**config.mk**
```make
export PLATFORM = sky130hd
export DESIGN_NAME = router_pkt_tx_flat
export DESIGN_NICKNAME = d
export VERILOG_FILES = /design/src/rtl/router_pkt_tx_if.sv /design/src/rtl/router_pkt_tx.sv /design/src/flat_wrapper.sv
export SDC_FILE = /design/constraint.sdc
export NUM_CORES = 1
export LEC_CHECK = 0
export CORE_ASPECT_RATIO = 0.5
export CORE_UTILIZATION = 38
export CTS_CLUSTER_SIZE = 28
export DETAILED_ROUTE_END_ITERATION = 12
export PLACE_DENSITY = 0.61
export SKIP_CTS_REPAIR_TIMING = 1
export SLEW_MARGIN = 10
export SYNTH_ARGS = -nofsm -noshare
export SYNTH_HDL_FRONTEND = slang
export SYNTH_SLANG_ARGS = --single-unit
```
**constraint.sdc**
```tcl
create_clock -name clock -period 3 [get_ports clock]
set_input_delay 0.9 -clock clock [delete_from_list [all_inputs] [get_ports clock]]
set_output_delay 0.9 -clock clock [all_outputs]
set_load 0.02 [all_outputs]
```
**src/rtl/router_pkt_tx_if.sv**
```systemverilog
// Host/router-side signal bundle for the router packet transmitter.
// The slave modport is the transmitter's view; master is the driver/bench view.
interface router_pkt_tx_if;
    logic       start;
    logic [1:0] addr;
    logic [5:0] len;
    logic       start_ready;
    logic       reject;
    logic [7:0] src_data;
    logic       src_valid;
    logic       src_ready;
    logic       busy;
    logic       err;
    logic [7:0] data_out;
    logic       pkt_valid;
    logic       done;
    logic       pkt_err;

    modport slave (
        input  start, addr, len, src_data, src_valid, busy, err,
        output start_ready, reject, src_ready, data_out, pkt_valid, done, pkt_err
    );

    modport master (
        output start, addr, len, src_data, src_valid, busy, err,
        input  start_ready, reject, src_ready, data_out, pkt_valid, done, pkt_err
    );
endinterface

```
**src/rtl/router_pkt_tx.sv**
```systemverilog
// Router input-port packet transmitter: buffers a payload, then sends
// header / payload / parity under busy back-pressure and checks err afterwards.
module router_pkt_tx #(
    parameter int MAX_LEN  = 63,
    parameter int ERR_WAIT = 3
) (
    input  logic            clock,
    input  logic            reset,
    router_pkt_tx_if.slave  bus
);
    localparam int AW = $clog2(MAX_LEN);
    localparam int WW = $clog2(ERR_WAIT + 1);

    localparam logic [2:0] S_IDLE    = 3'd0;
    localparam logic [2:0] S_LOAD    = 3'd1;
    localparam logic [2:0] S_HEADER  = 3'd2;
    localparam logic [2:0] S_PAYLOAD = 3'd3;
    localparam logic [2:0] S_PARITY  = 3'd4;
    localparam logic [2:0] S_ERR_CHK = 3'd5;

    logic [2:0]    state_q,   state_d;
    logic [1:0]    addr_q,    addr_d;
    logic [5:0]    len_q,     len_d;
    logic [6:0]    wr_cnt_q,  wr_cnt_d;
    logic [6:0]    rd_cnt_q,  rd_cnt_d;
    logic [7:0]    par_q,     par_d;
    logic [7:0]    data_q,    data_d;
    logic          pv_q,      pv_d;
    logic          done_q,    done_d;
    logic          reject_q,  reject_d;
    logic          pkt_err_q, pkt_err_d;
    logic [WW-1:0] wait_q,    wait_d;

    logic [7:0]    buf_q [0:MAX_LEN-1];
    logic          buf_we;
    logic [AW-1:0] rd_addr;
    logic [7:0]    rd_data;
    logic          xfer;
    logic [6:0]    len_ext;

    assign xfer    = !bus.busy;
    assign len_ext = {1'b0, len_q};
    // Header beat always precedes buffer[0]; counters are cleared on start.
    assign rd_addr = (state_q == S_HEADER) ? '0 : rd_cnt_q[AW-1:0];
    assign rd_data = buf_q[rd_addr];

    always_comb begin
        state_d   = state_q;
        addr_d    = addr_q;
        len_d     = len_q;
        wr_cnt_d  = wr_cnt_q;
        rd_cnt_d  = rd_cnt_q;
        par_d     = par_q;
        data_d    = data_q;
        pv_d      = pv_q;
        done_d    = 1'b0;
        reject_d  = 1'b0;
        pkt_err_d = pkt_err_q;
        wait_d    = wait_q;
        buf_we    = 1'b0;

        case (state_q)
            S_IDLE: begin
                if (bus.start) begin
                    if (bus.addr != 2'd3 && bus.len != 6'd0) begin
                        addr_d    = bus.addr;
                        len_d     = bus.len;
                        pkt_err_d = 1'b0;
                        par_d     = 8'd0;
                        wr_cnt_d  = 7'd0;
                        rd_cnt_d  = 7'd0;
                        state_d   = S_LOAD;
                    end else begin
                        reject_d  = 1'b1;
                    end
                end
            end
            S_LOAD: begin
                if (bus.src_valid) begin
                    buf_we   = 1'b1;
                    wr_cnt_d = wr_cnt_q + 7'd1;
                    par_d    = par_q ^ bus.src_data;
                    // Header goes out on the same edge the last byte lands.
                    if (wr_cnt_q == len_ext - 7'd1) begin
                        data_d  = {len_q, addr_q};
                        pv_d    = 1'b1;
                        state_d = S_HEADER;
                    end
                end
            end
            S_HEADER: begin
                if (xfer) begin
                    data_d   = rd_data;
                    rd_cnt_d = 7'd1;
                    par_d    = par_q ^ data_q;
                    state_d  = S_PAYLOAD;
                end
            end
            S_PAYLOAD: begin
                if (xfer) begin
                    if (rd_cnt_q < len_ext) begin
                        data_d   = rd_data;
                        rd_cnt_d = rd_cnt_q + 7'd1;
                    end else begin
                        data_d   = par_q;
                        pv_d     = 1'b0;
                        state_d  = S_PARITY;
                    end
                end
            end
            S_PARITY: begin
                if (xfer) begin
                    data_d  = 8'd0;
                    wait_d  = '0;
                    state_d = S_ERR_CHK;
                end
            end
            S_ERR_CHK: begin
                if (bus.err) pkt_err_d = 1'b1;
                wait_d = wait_q + 1'b1;
                if (wait_q == WW'(ERR_WAIT - 1)) begin
                    done_d  = 1'b1;
                    state_d = S_IDLE;
                end
            end
            default: state_d = S_IDLE;
        endcase
    end

    always_ff @(posedge clock or posedge reset) begin
        if (reset) begin
            state_q   <= S_IDLE;
            addr_q    <= 2'd0;
            len_q     <= 6'd0;
            wr_cnt_q  <= 7'd0;
            rd_cnt_q  <= 7'd0;
            par_q     <= 8'd0;
            data_q    <= 8'd0;
            pv_q      <= 1'b0;
            done_q    <= 1'b0;
            reject_q  <= 1'b0;
            pkt_err_q <= 1'b0;
            wait_q    <= '0;
        end else begin
            state_q   <= state_d;
            addr_q    <= addr_d;
            len_q     <= len_d;
            wr_cnt_q  <= wr_cnt_d;
            rd_cnt_q  <= rd_cnt_d;
            par_q     <= par_d;
            data_q    <= data_d;
            pv_q      <= pv_d;
            done_q    <= done_d;
            reject_q  <= reject_d;
            pkt_err_q <= pkt_err_d;
            wait_q    <= wait_d;
        end
    end

    // Payload store carries no reset; its contents are only read after a full load.
    always_ff @(posedge clock) begin
        if (buf_we) buf_q[wr_cnt_q[AW-1:0]] <= bus.src_data;
    end

    assign bus.start_ready = (state_q == S_IDLE);
    assign bus.src_ready   = (state_q == S_LOAD);
    assign bus.data_out    = data_q;
    assign bus.pkt_valid   = pv_q;
    assign bus.done        = done_q;
    assign bus.reject      = reject_q;
    assign bus.pkt_err     = pkt_err_q;
endmodule

```
**src/flat_wrapper.sv**
```systemverilog
// flat-port wrapper written by rule: the top's interface ports become plain ports
module router_pkt_tx_flat 
#(
    parameter int MAX_LEN  = 63,
    parameter int ERR_WAIT = 3
)
  (clock, reset, bus_start, bus_addr, bus_len, bus_src_data, bus_src_valid, bus_busy, bus_err, bus_start_ready, bus_reject, bus_src_ready, bus_data_out, bus_pkt_valid, bus_done, bus_pkt_err);
  router_pkt_tx_if bus_i ();
  input  logic clock;
  input  logic reset;
  input wire logic [$bits(bus_i.start)-1:0] bus_start;
  input wire logic [$bits(bus_i.addr)-1:0] bus_addr;
  input wire logic [$bits(bus_i.len)-1:0] bus_len;
  input wire logic [$bits(bus_i.src_data)-1:0] bus_src_data;
  input wire logic [$bits(bus_i.src_valid)-1:0] bus_src_valid;
  input wire logic [$bits(bus_i.busy)-1:0] bus_busy;
  input wire logic [$bits(bus_i.err)-1:0] bus_err;
  output wire logic [$bits(bus_i.start_ready)-1:0] bus_start_ready;
  output wire logic [$bits(bus_i.reject)-1:0] bus_reject;
  output wire logic [$bits(bus_i.src_ready)-1:0] bus_src_ready;
  output wire logic [$bits(bus_i.data_out)-1:0] bus_data_out;
  output wire logic [$bits(bus_i.pkt_valid)-1:0] bus_pkt_valid;
  output wire logic [$bits(bus_i.done)-1:0] bus_done;
  output wire logic [$bits(bus_i.pkt_err)-1:0] bus_pkt_err;
  assign bus_i.start = bus_start;
  assign bus_i.addr = bus_addr;
  assign bus_i.len = bus_len;
  assign bus_i.src_data = bus_src_data;
  assign bus_i.src_valid = bus_src_valid;
  assign bus_i.busy = bus_busy;
  assign bus_i.err = bus_err;
  assign bus_start_ready = bus_i.start_ready;
  assign bus_reject = bus_i.reject;
  assign bus_src_ready = bus_i.src_ready;
  assign bus_data_out = bus_i.data_out;
  assign bus_pkt_valid = bus_i.pkt_valid;
  assign bus_done = bus_i.done;
  assign bus_pkt_err = bus_i.pkt_err;
  router_pkt_tx #(.MAX_LEN(MAX_LEN), .ERR_WAIT(ERR_WAIT)) u_core (.clock(clock), .reset(reset), .bus(bus_i));
endmodule
```
==> flow_summary.ini <==
[status]
status = complete, no violations

[clock_network]
clockBufferDepth = 3
cts_tree = done
cts_sinks = 551
clk_latency_ns = 0.60
cts_made_buffers = 51
root_buffer = clkbuf_16
clk_pin_slew_ns = 0.07
htreeDepth = 2

[logic_synthesis]
postSynth.asyncResetShare = 0.0853
synth_area_leaders = edfxtp_1 66%, dfrtp_1 5.1%, mux2i_1 3.9%
syn_nets = 1571
netlist_instances = 1540
yosys.area.top_type_share = 0.660
netlist_area_mm2 = 0.0229
synth-main-ff-cell = edfxtp_1
ys_warn_count = 0
synth_edf_count = 504
yosys_register_bits = 551
avgSynthCellArea_um2 = 14.9
synthDistinctLibCells = 79
yosysTopAreaCell = edfxtp_1
yosysSeqAreaShare = 0.711

[cells_and_area]
final_common_cell = edfxtp_1
finalNetCount = 1763
most-common-layout-cells = 504 x edfxtp_1, 182 x buf_4, 110 x a21oi_1
drive_above_1_share = 0.200
final_util = 0.456
area_growth_syn_to_layout_pct = 18.3
antenna-diode-count = 0
layout.cells.non_filler = 2587

[sta]
tightest_slew_ns = 0.732
hold_viol = 0
drv_slew = 0
finalCritPeriodShare = 0.973
maxSlewHeadroom = 0.512
skew_ns = 0.0245
setup_ws_ns = 0.0806
min_period_ns = 2.92
rsz0062_at_grt = no
setup_viol = 0
max_freq_mhz = 343

[drt]
wl_per_cell_um = 24.5
vias_per_cell = 5.65
ant_nets = 0
wirelength_um = 63400
drtIter0Drc = 1577
drt_first_pass_iters = 5
vias = 14600
drc = 0

[critical_path]
cp_data_arrival_time_ns = 3.37
worstPathRequired_ns = 3.45
worstSetupEndpointType = flip-flop
crit_path_max_fanout = 14
crit_slowest_cell = or3b_2
start_kind = flip-flop
r2r.worst_path.cells = 10
crit_chain = or3b_2 -> buf_12 -> buf_12 -> and2_0 -> mux4_2 -> nor3_2 -> nor3_1 -> buf_4 -> o221ai_1 -> a211oi_2
critical_path_class = reg -> reg
cpMostUsedCell = buf_12
slowest_delay_ns = 0.50
reg2reg_slack_ns = 0.08

[place]
dp_slack_ns = -0.0498
placedCellCount = 2486
gp_congestion = 0.911
io_buffers = 35
dp_hpwl_um = 42400

[power_and_ir_drop]
power.density_mw_per_mm2 = 815
p_leak_nw = 9.06
fin_total_pwr_mw = 22.1
irDropWorstVdd_mv = 0.429

[floorplanning]
die_h_um = 176
die_area_mm2 = 0.0614
fp.dieW_um = 349
io_pins = 36
start_util = 0.386
core-area_mm2 = 0.0594
row_count = 63

[flow_run]
drv_cap = 0

[worst_hold_path]
hp-class = reg -> reg
hold_depth = 2

[global_routing]
antenna_found_initial = 1
grt_usage = 0.205
first_global_vias = 13900
globalRouteOverflowTotal = 0
grt_max_degree = 65
grt_first_pass_wirelength_um = 92700
[metal layers]
layer  part of all wire  up-vias  global-route usage
li1                   -     6452                   -
met1               0.46     7403               0.307
met5                  0        -                   0
met2               0.43      666               0.305
met3              0.081      101              0.0364
met4              0.026        0              0.0568
[final timing paths]
kind | startpoint | end
min in group asynchronous | reset | u_core.len_q[2]
max reg2reg | u_core.state_q[0] | u_core.bus.data_out[4]
min reg2reg | u_core.wait_q[1] | u_core.wait_q[1]
max | u_core.state_q[0] | u_core.bus.data_out[4]
min | u_core.wait_q[1] | u_core.wait_q[1]
max in group asynchronous | reset | u_core.rd_cnt_q[2]
[critical path: cells and delay by family (launching register included)]
family / cells / cell delay [ns]
compound gates: 2 / 0.51
flops: 1 / 0.37
simple gates: 4 / 0.93
buf+inv: 3 / 0.49
mux: 1 / 0.47
[Yosys cell counts (all sizes together) (5+ instances only)]
master	n
o2bb2ai	14
buf	46
ha	9
nor2b	5
mux2	20
a2111oi	10
or3	10
nor3	15
a221oi	25
a311oi	6
nor4	8
a32o	5
o221ai	20
nand3b	6
a211o	9
xor2	8
o22ai	10
and2	7
nor2	111
a211oi	34
and3	18
o21ai	53
a2bb2oi	6
a21oi	111
xnor2	13
nand2	109
dfrtp	47
inv	19
o211ai	8
o32ai	5
mux2i	90
or3b	5
a22oi	7
clkbuf	49
a31oi	12
nand3	29
mux4	18
a21o	11
edfxtp	504
[final cells by class]
type,count,area (µm²)
fillers,5258,32300
flip-flops and latches,551,16300
multi-input cells,875,6110
repair buffers,234,2020
clock buffers,62,1340
well taps,812,1020
clock inverters,34,253
inverters,19,71.3
[state kept, by name, summed over array words and instances (netlist names)]
| register | cells |
|---|---|
| u_core.buf_q | 504 |
| u_core.bus.data_out | 8 |
| u_core.par_q | 8 |
| u_core.rd_cnt_q | 7 |
| u_core.wr_cnt_q | 7 |
| u_core.len_q | 6 |
| u_core.state_q | 3 |
| u_core.addr_q | 2 |
| u_core.wait_q | 2 |
| u_core.bus.done | 1 |
| u_core.bus.pkt_err | 1 |
| u_core.bus.pkt_valid | 1 |
| u_core.bus.reject | 1 |
[per-stage QoR]
stage	instance area (µm²)	TNS, ns	hold WS (ns)
floorplan	22900	0	0.454
global placement	25500	-0.258	0.472
detailed placement	25500	-0.264	0.488
CTS	27100	-0.190	0.502
global route	27100	0	0.535
finish	27100	0	0.495
[power breakdown]
part / internal, mW / switching [mW]
clock: 3.44 / 2.83
sequential: 8.67 / 0.319
combinational: 2.66 / 4.18
[kinds of logic (layout without fill, tap and decap cells)]
family                   Yosys count  after routing  synth area share
adder cells (fa/ha/maj)            9              9           0.00491
AND/OR/NAND/NOR                  341            341            0.0718
flip-flops                       551            551             0.711
XOR/XNOR                          21             21           0.00802
buffers and inverters            114            349            0.0242
multiplexers                     128            128            0.0668
AO/OA/AOI/OAI                    376            376             0.113
Power figures use the tool's default switching activity.
